### config.mk
export PLATFORM = sky130hd
export DESIGN_NAME = whack_game_ctrl
export DESIGN_NICKNAME = d
export VERILOG_FILES = /design/src/rtl/whack_game_ctrl.sv
export SDC_FILE = /design/constraint.sdc
export NUM_CORES = 1
export LEC_CHECK = 0
export ABC_AREA = 1
export CAP_MARGIN = 15
export CORE_UTILIZATION = 50
export DETAILED_ROUTE_END_ITERATION = 6
export PLACE_DENSITY = 0.71
export SKIP_LAST_GASP = 1
export SYNTH_ARGS = -nofsm -noshare
export SYNTH_HDL_FRONTEND = slang
export SYNTH_SLANG_ARGS = --single-unit
### constraint.sdc
create_clock -name clk_i -period 3.5 [get_ports clk_i]
set_input_delay 0.7 -clock clk_i [delete_from_list [all_inputs] [get_ports clk_i]]
set_output_delay 0.7 -clock clk_i [all_outputs]
set_load 0.02 [all_outputs]
### src/rtl/whack_game_ctrl.sv
// Round sequencer for whack-a-mole: IDLE/READY/PLAY/OVER flow, LFSR mole picker,
// saturating hit/miss scoring and a high score kept across rounds until reset.
module whack_game_ctrl #(
  parameter int NUM_HOLES    = 4,
  parameter int MOLE_CYCLES  = 25_000_000,
  parameter int READY_CYCLES = 100_000_000
) (
  input  logic                 clk_i,
  input  logic                 reset_i,
  input  logic                 start_i,
  input  logic [NUM_HOLES-1:0] hit_i,
  input  logic [4:0]           time_left_i,
  output logic                 timer_reset_o,
  output logic [NUM_HOLES-1:0] mole_o,
  output logic [7:0]           score_o,
  output logic [7:0]           high_score_o,
  output logic [1:0]           state_o,
  output logic                 game_over_o
);

  localparam int IDX_W  = $clog2(NUM_HOLES);
  localparam int SLOT_W = $clog2(MOLE_CYCLES + 1);
  localparam int RDY_W  = $clog2(READY_CYCLES + 1);
  localparam logic [SLOT_W-1:0] SLOT_LAST = SLOT_W'(MOLE_CYCLES - 1);
  localparam logic [RDY_W-1:0]  RDY_LAST  = RDY_W'(READY_CYCLES - 1);

  // state_o exposes the FSM encoding directly for checkers and the display.
  typedef enum logic [1:0] {
    S_IDLE  = 2'd0,
    S_READY = 2'd1,
    S_PLAY  = 2'd2,
    S_OVER  = 2'd3
  } state_e;

  state_e               state_q;
  logic [7:0]           lfsr_q;
  logic [SLOT_W-1:0]    slot_q;
  logic [RDY_W-1:0]     rdy_q;
  logic                 armed_q;
  logic [IDX_W-1:0]     prev_idx_q;
  logic [NUM_HOLES-1:0] mole_q;
  logic [7:0]           score_q;
  logic [7:0]           high_q;
  logic                 timer_reset_q;
  logic                 game_over_q;

  logic                 lfsr_fb;
  logic [IDX_W-1:0]     raw_idx;
  logic [IDX_W-1:0]     new_idx;
  logic [NUM_HOLES-1:0] new_mole;
  logic                 is_hit;
  logic                 is_miss;
  logic [7:0]           score_nxt;

  always_comb begin
    lfsr_fb  = lfsr_q[7] ^ lfsr_q[5] ^ lfsr_q[4] ^ lfsr_q[3];
    raw_idx  = lfsr_q[IDX_W-1:0];
    // Never light the same hole twice in a row.
    new_idx  = (raw_idx == prev_idx_q) ? raw_idx + IDX_W'(1) : raw_idx;
    new_mole = '0;
    new_mole[new_idx] = 1'b1;
    is_hit    = |(hit_i & mole_q);
    is_miss   = (|hit_i) && !is_hit;
    score_nxt = score_q;
    if (is_hit && score_q != 8'hFF) begin
      score_nxt = score_q + 8'd1;
    end else if (is_miss && score_q != 8'h00) begin
      score_nxt = score_q - 8'd1;
    end
  end

  always_ff @(posedge clk_i) begin
    if (reset_i) begin
      state_q       <= S_IDLE;
      lfsr_q        <= 8'hA5;
      slot_q        <= '0;
      rdy_q         <= '0;
      armed_q       <= 1'b0;
      prev_idx_q    <= '0;
      mole_q        <= '0;
      score_q       <= 8'd0;
      high_q        <= 8'd0;
      timer_reset_q <= 1'b1;
      game_over_q   <= 1'b0;
    end else begin
      lfsr_q <= {lfsr_q[6:0], lfsr_fb};
      unique case (state_q)
        S_IDLE: begin
          if (start_i) begin
            state_q       <= S_READY;
            rdy_q         <= '0;
            score_q       <= 8'd0;
            armed_q       <= 1'b0;
            timer_reset_q <= 1'b1;
          end
        end
        S_READY: begin
          if (rdy_q == RDY_LAST) begin
            state_q       <= S_PLAY;
            timer_reset_q <= 1'b0;
            mole_q        <= new_mole;
            prev_idx_q    <= new_idx;
            slot_q        <= '0;
          end else begin
            rdy_q <= rdy_q + RDY_W'(1);
          end
        end
        S_PLAY: begin
          score_q <= score_nxt;
          if (time_left_i == 5'd30) armed_q <= 1'b1;
          // A zero seen before the timer has reloaded to 30 is stale.
          if (armed_q && time_left_i == 5'd0) begin
            state_q       <= S_OVER;
            mole_q        <= '0;
            timer_reset_q <= 1'b1;
            game_over_q   <= 1'b1;
            if (score_nxt > high_q) high_q <= score_nxt;
          end else if (slot_q == SLOT_LAST) begin
            mole_q     <= new_mole;
            prev_idx_q <= new_idx;
            slot_q     <= '0;
          end else begin
            slot_q <= slot_q + SLOT_W'(1);
            if (is_hit) mole_q <= '0;
          end
        end
        S_OVER: begin
          if (start_i) begin
            state_q     <= S_READY;
            rdy_q       <= '0;
            score_q     <= 8'd0;
            armed_q     <= 1'b0;
            game_over_q <= 1'b0;
          end
        end
        default: state_q <= S_IDLE;
      endcase
    end
  end

  assign timer_reset_o = timer_reset_q;
  assign mole_o        = mole_q;
  assign score_o       = score_q;
  assign high_score_o  = high_q;
  assign state_o       = state_q;
  assign game_over_o   = game_over_q;

endmodule
==> metrics <==
hold buffer count at cts 0; largest net degree at the start of global routing 67; unrepaired setup endpoints after global routing no; mean routed wirelength per cell around 12 um; CTS Buffer Depth 2; number of vias after detailed routing just under 6k; overall power 3.51 mW; proportion of layout cells with a drive suffix above 1 7.30%; count of antenna diodes in the layout 0; summed instance area of the synthesized netlist just over 6000 um2; die width 112 um; areal power density over the cells between 500 and 600 nW/um2; fin. max-slew vios 0; CTS buffer count 9; fraction of synthesis flops using an asynchronous set or reset pin 0%; worst vdd rail ir drop approximately 0.43 mV; Worst Setup Path Type register to register; Synth Area in XOR/XNOR roughly 4.5%; antenna violations before repair 0; number of core rows 39; Post-Synthesis Cells 1005; most common cell after layout, fill and taps aside sky130_fd_sc_hd__nand2_1; final-report hold violation count 0; area share of fa/ha/maj cells after synthesis ~3.3%; Synth warnings 0; post-DR vias/cell about 5.0; final estimated routing congestion in global placement ~0.93; HPWL after DPL between 10 and 15 mm; Post-layout nets roughly 1.1k; max-cap violation count 0; GR Util All Layers 24.9%; I/O pins 36; post-route setup TNS 0 ns; final hold slack between 0.4 and 0.5 ns; relative area change from synthesis to final layout 12.3%; starting utilization of the core area 52.2%; count of unresolved DRC violations after routing 3; final clock skew 0.00933 ns; share of the cycle needed by the critical path after routing about nine tenths; cell area after layout 6770 um2; fmax around 320 MHz; mux cell area share after synthesis 0.187%; arrival time reported for the critical path endpoint roughly 3.4 ns; failing checks design-rule violations; number of nets in the synthesized netlist ~1.0k; final routed wirelength across all metal layers ~15 mm; TritonCTS clock tree built; Synth Flop Type sky130_fd_sc_hd__dfxtp_1; wire length of the first global-routing pass roughly 25 mm; clock tree root driver cell sky130_fd_sc_hd__clkbuf_16; leakage power between 2 and 3 nW; clock-pin transition on the worst setup and hold timing paths about 0.070 ns; number of global-route vias before repair between 5k and 6k; Placeable Area roughly 12000 um2; number of DRC markers in iteration 0 400; register bit total from synthesis just under 90; Worst setup EP type register; post-synthesis sequential area ratio ~29%; utilization of the core after routing just under 60%; critical path startpoint category register; crit path time final 3.11 ns; clock latency reported for the late side of the worst-skew pair ~0.36 ns; maximum fanout encountered on the critical timing path 8; syn_area_per_cell approximately 6 um2; Setup-failing EPs final 0; post-detailed-placement cell area between 6000 and 7000 um2; Clock Sink Count 87; number of I/O port buffers 35; area enclosed by the die boundary between 10000 and 15000 um2; Detailed Routing Iterations Pass 1 7; actual slew at the worst max-slew pin 0.794 ns; Hold/Removal Path Class register to register; grt ovf 0; Max-Slew Margin vs Limit a little under half; EDFF count, synth 0; post-route antenna net violation count 0; commonest non-fill, non-tap cells in the layout sky130_fd_sc_hd__nand2_1, sky130_fd_sc_hd__nor2_1, sky130_fd_sc_hd__inv_1; required time worst endpoint ~3.8 ns; buffers inserted by post-CTS timing repair 0; simple logic cell fraction of the synthesized area around 45%; fraction of the mapped netlist area in compound gates 8.19%; Die H around 110 um; CTS H-Tree Depth 3; outcome finished, violations left; Yosys cell types 39; Resized Gates After CTS 0; main combinational cell family by area after synthesis simple AND/OR/NAND/NOR gates
power breakdown:
part	internal (mW)	switching [mW]	total, mW
Sequential	1.05	0.0587	1.10
Combinational	0.432	0.963	1.40
Clock	0.560	0.446	1.01
cells by family after synthesis:
kind of cell | Yosys count
simple gates | 646
buf+inv | 139
flops | 87
compound gates | 85
xor+xnor | 31
fa+ha+maj | 16
mux | 1
cell usage after synthesis (2+ instances only):
library cell                 n  area, um2
sky130_fd_sc_hd__or2_2       4       25.0
sky130_fd_sc_hd__nand3_1    60        300
sky130_fd_sc_hd__nand2_4     3       33.8
sky130_fd_sc_hd__buf_2       7       35.0
sky130_fd_sc_hd__nand2_8     2       40.0
sky130_fd_sc_hd__nor3_1      7       35.0
sky130_fd_sc_hd__a21oi_1    52        260
sky130_fd_sc_hd__nor2_1    186        698
sky130_fd_sc_hd__inv_1     110        413
sky130_fd_sc_hd__nand2_2    13       81.3
sky130_fd_sc_hd__nor3_2      2       20.0
sky130_fd_sc_hd__clkbuf_1   10       37.5
sky130_fd_sc_hd__o21ai_0    14       70.1
sky130_fd_sc_hd__xnor2_1     8       70.1
sky130_fd_sc_hd__xor2_1     23        201
sky130_fd_sc_hd__nor2_2      3       18.8
sky130_fd_sc_hd__clkinv_1    2       7.51
sky130_fd_sc_hd__a21oi_2    15        131
sky130_fd_sc_hd__inv_2       2       7.51
sky130_fd_sc_hd__nand4_1    21        131
sky130_fd_sc_hd__nand2_1   338       1270
sky130_fd_sc_hd__dfxtp_1    87       1740
sky130_fd_sc_hd__buf_8       2       30.0
sky130_fd_sc_hd__buf_6       4       45.0
sky130_fd_sc_hd__ha_1       16        200
final cells by class:
| cell class | instances | area [um2] |
|---|---|---|
| Inverter | 115 | 437 |
| Clock buffer | 9 | 225 |
| Fill cell | 1167 | 4790 |
| Timing Repair Buffer | 44 | 413 |
| Tap cell | 143 | 179 |
| Clock inverter | 7 | 78.8 |
| Multi-Input combinational cell | 779 | 3700 |
| Sequential cell | 87 | 1740 |
stage by stage:
stage,std cells,worst slack (ns)
2_1_floorplan,1005,0.634
5_1_grt,1184,0.0122
3_5_place_dp,1168,0.126
4_1_cts,1184,0.450
6_report,1184,0.393
3_3_place_gp,1168,0.147
layer usage:
metal | track usage [%] | share of wire, % | vias to the layer above
li1 | - | - | 3192
met1 | 32.6 | 48 | 2604
met2 | 40.7 | 46 | 123
met3 | 5.06 | 4.2 | 28
met4 | 8.38 | 1.9 | 0
met5 | 0 | 0 | -
registers in the layout (all words and copies together) (netlist names), 2 cells and up:
register      cells
prev_idx_q        2
high_score_o      8
slot_q           25
rdy_q            27
score_o           8
lfsr_q            8
state_o           2
mole_o            4
critical path: stages (launching register included):
cell and delay, ns:
sky130_fd_sc_hd__dfxtp_1 0.46, sky130_fd_sc_hd__ha_1 0.26, sky130_fd_sc_hd__nand2_1 0.12, sky130_fd_sc_hd__nor3_1 0.29, sky130_fd_sc_hd__nand2_1 0.12, sky130_fd_sc_hd__nand2_1 0.21, sky130_fd_sc_hd__inv_1 0.17, sky130_fd_sc_hd__nand2_1 0.12
sky130_fd_sc_hd__nand2_1 0.08, sky130_fd_sc_hd__inv_1 0.06, sky130_fd_sc_hd__ha_1 0.23, sky130_fd_sc_hd__a21oi_1 0.13, sky130_fd_sc_hd__nor2_1 0.05, sky130_fd_sc_hd__nor3_1 0.14, sky130_fd_sc_hd__nand2_1 0.07, sky130_fd_sc_hd__nand2_1 0.10
sky130_fd_sc_hd__inv_1 0.15, sky130_fd_sc_hd__o21ai_0 0.19, sky130_fd_sc_hd__nor2_1 0.05
path summary, 6_finish.rpt:
check | startpoint | end | slack, ns | depth (start not counted)
hold reg to reg | lfsr_q[6] | lfsr_q[7] | 0.41 | 1
setup reg to reg | score_o[0] | high_score_o[0] | 0.39 | 18
hold / removal | lfsr_q[6] | lfsr_q[7] | 0.41 | 1
setup / recovery | score_o[0] | high_score_o[0] | 0.39 | 18
Note: power is estimated with default switching activity, not from simulation.
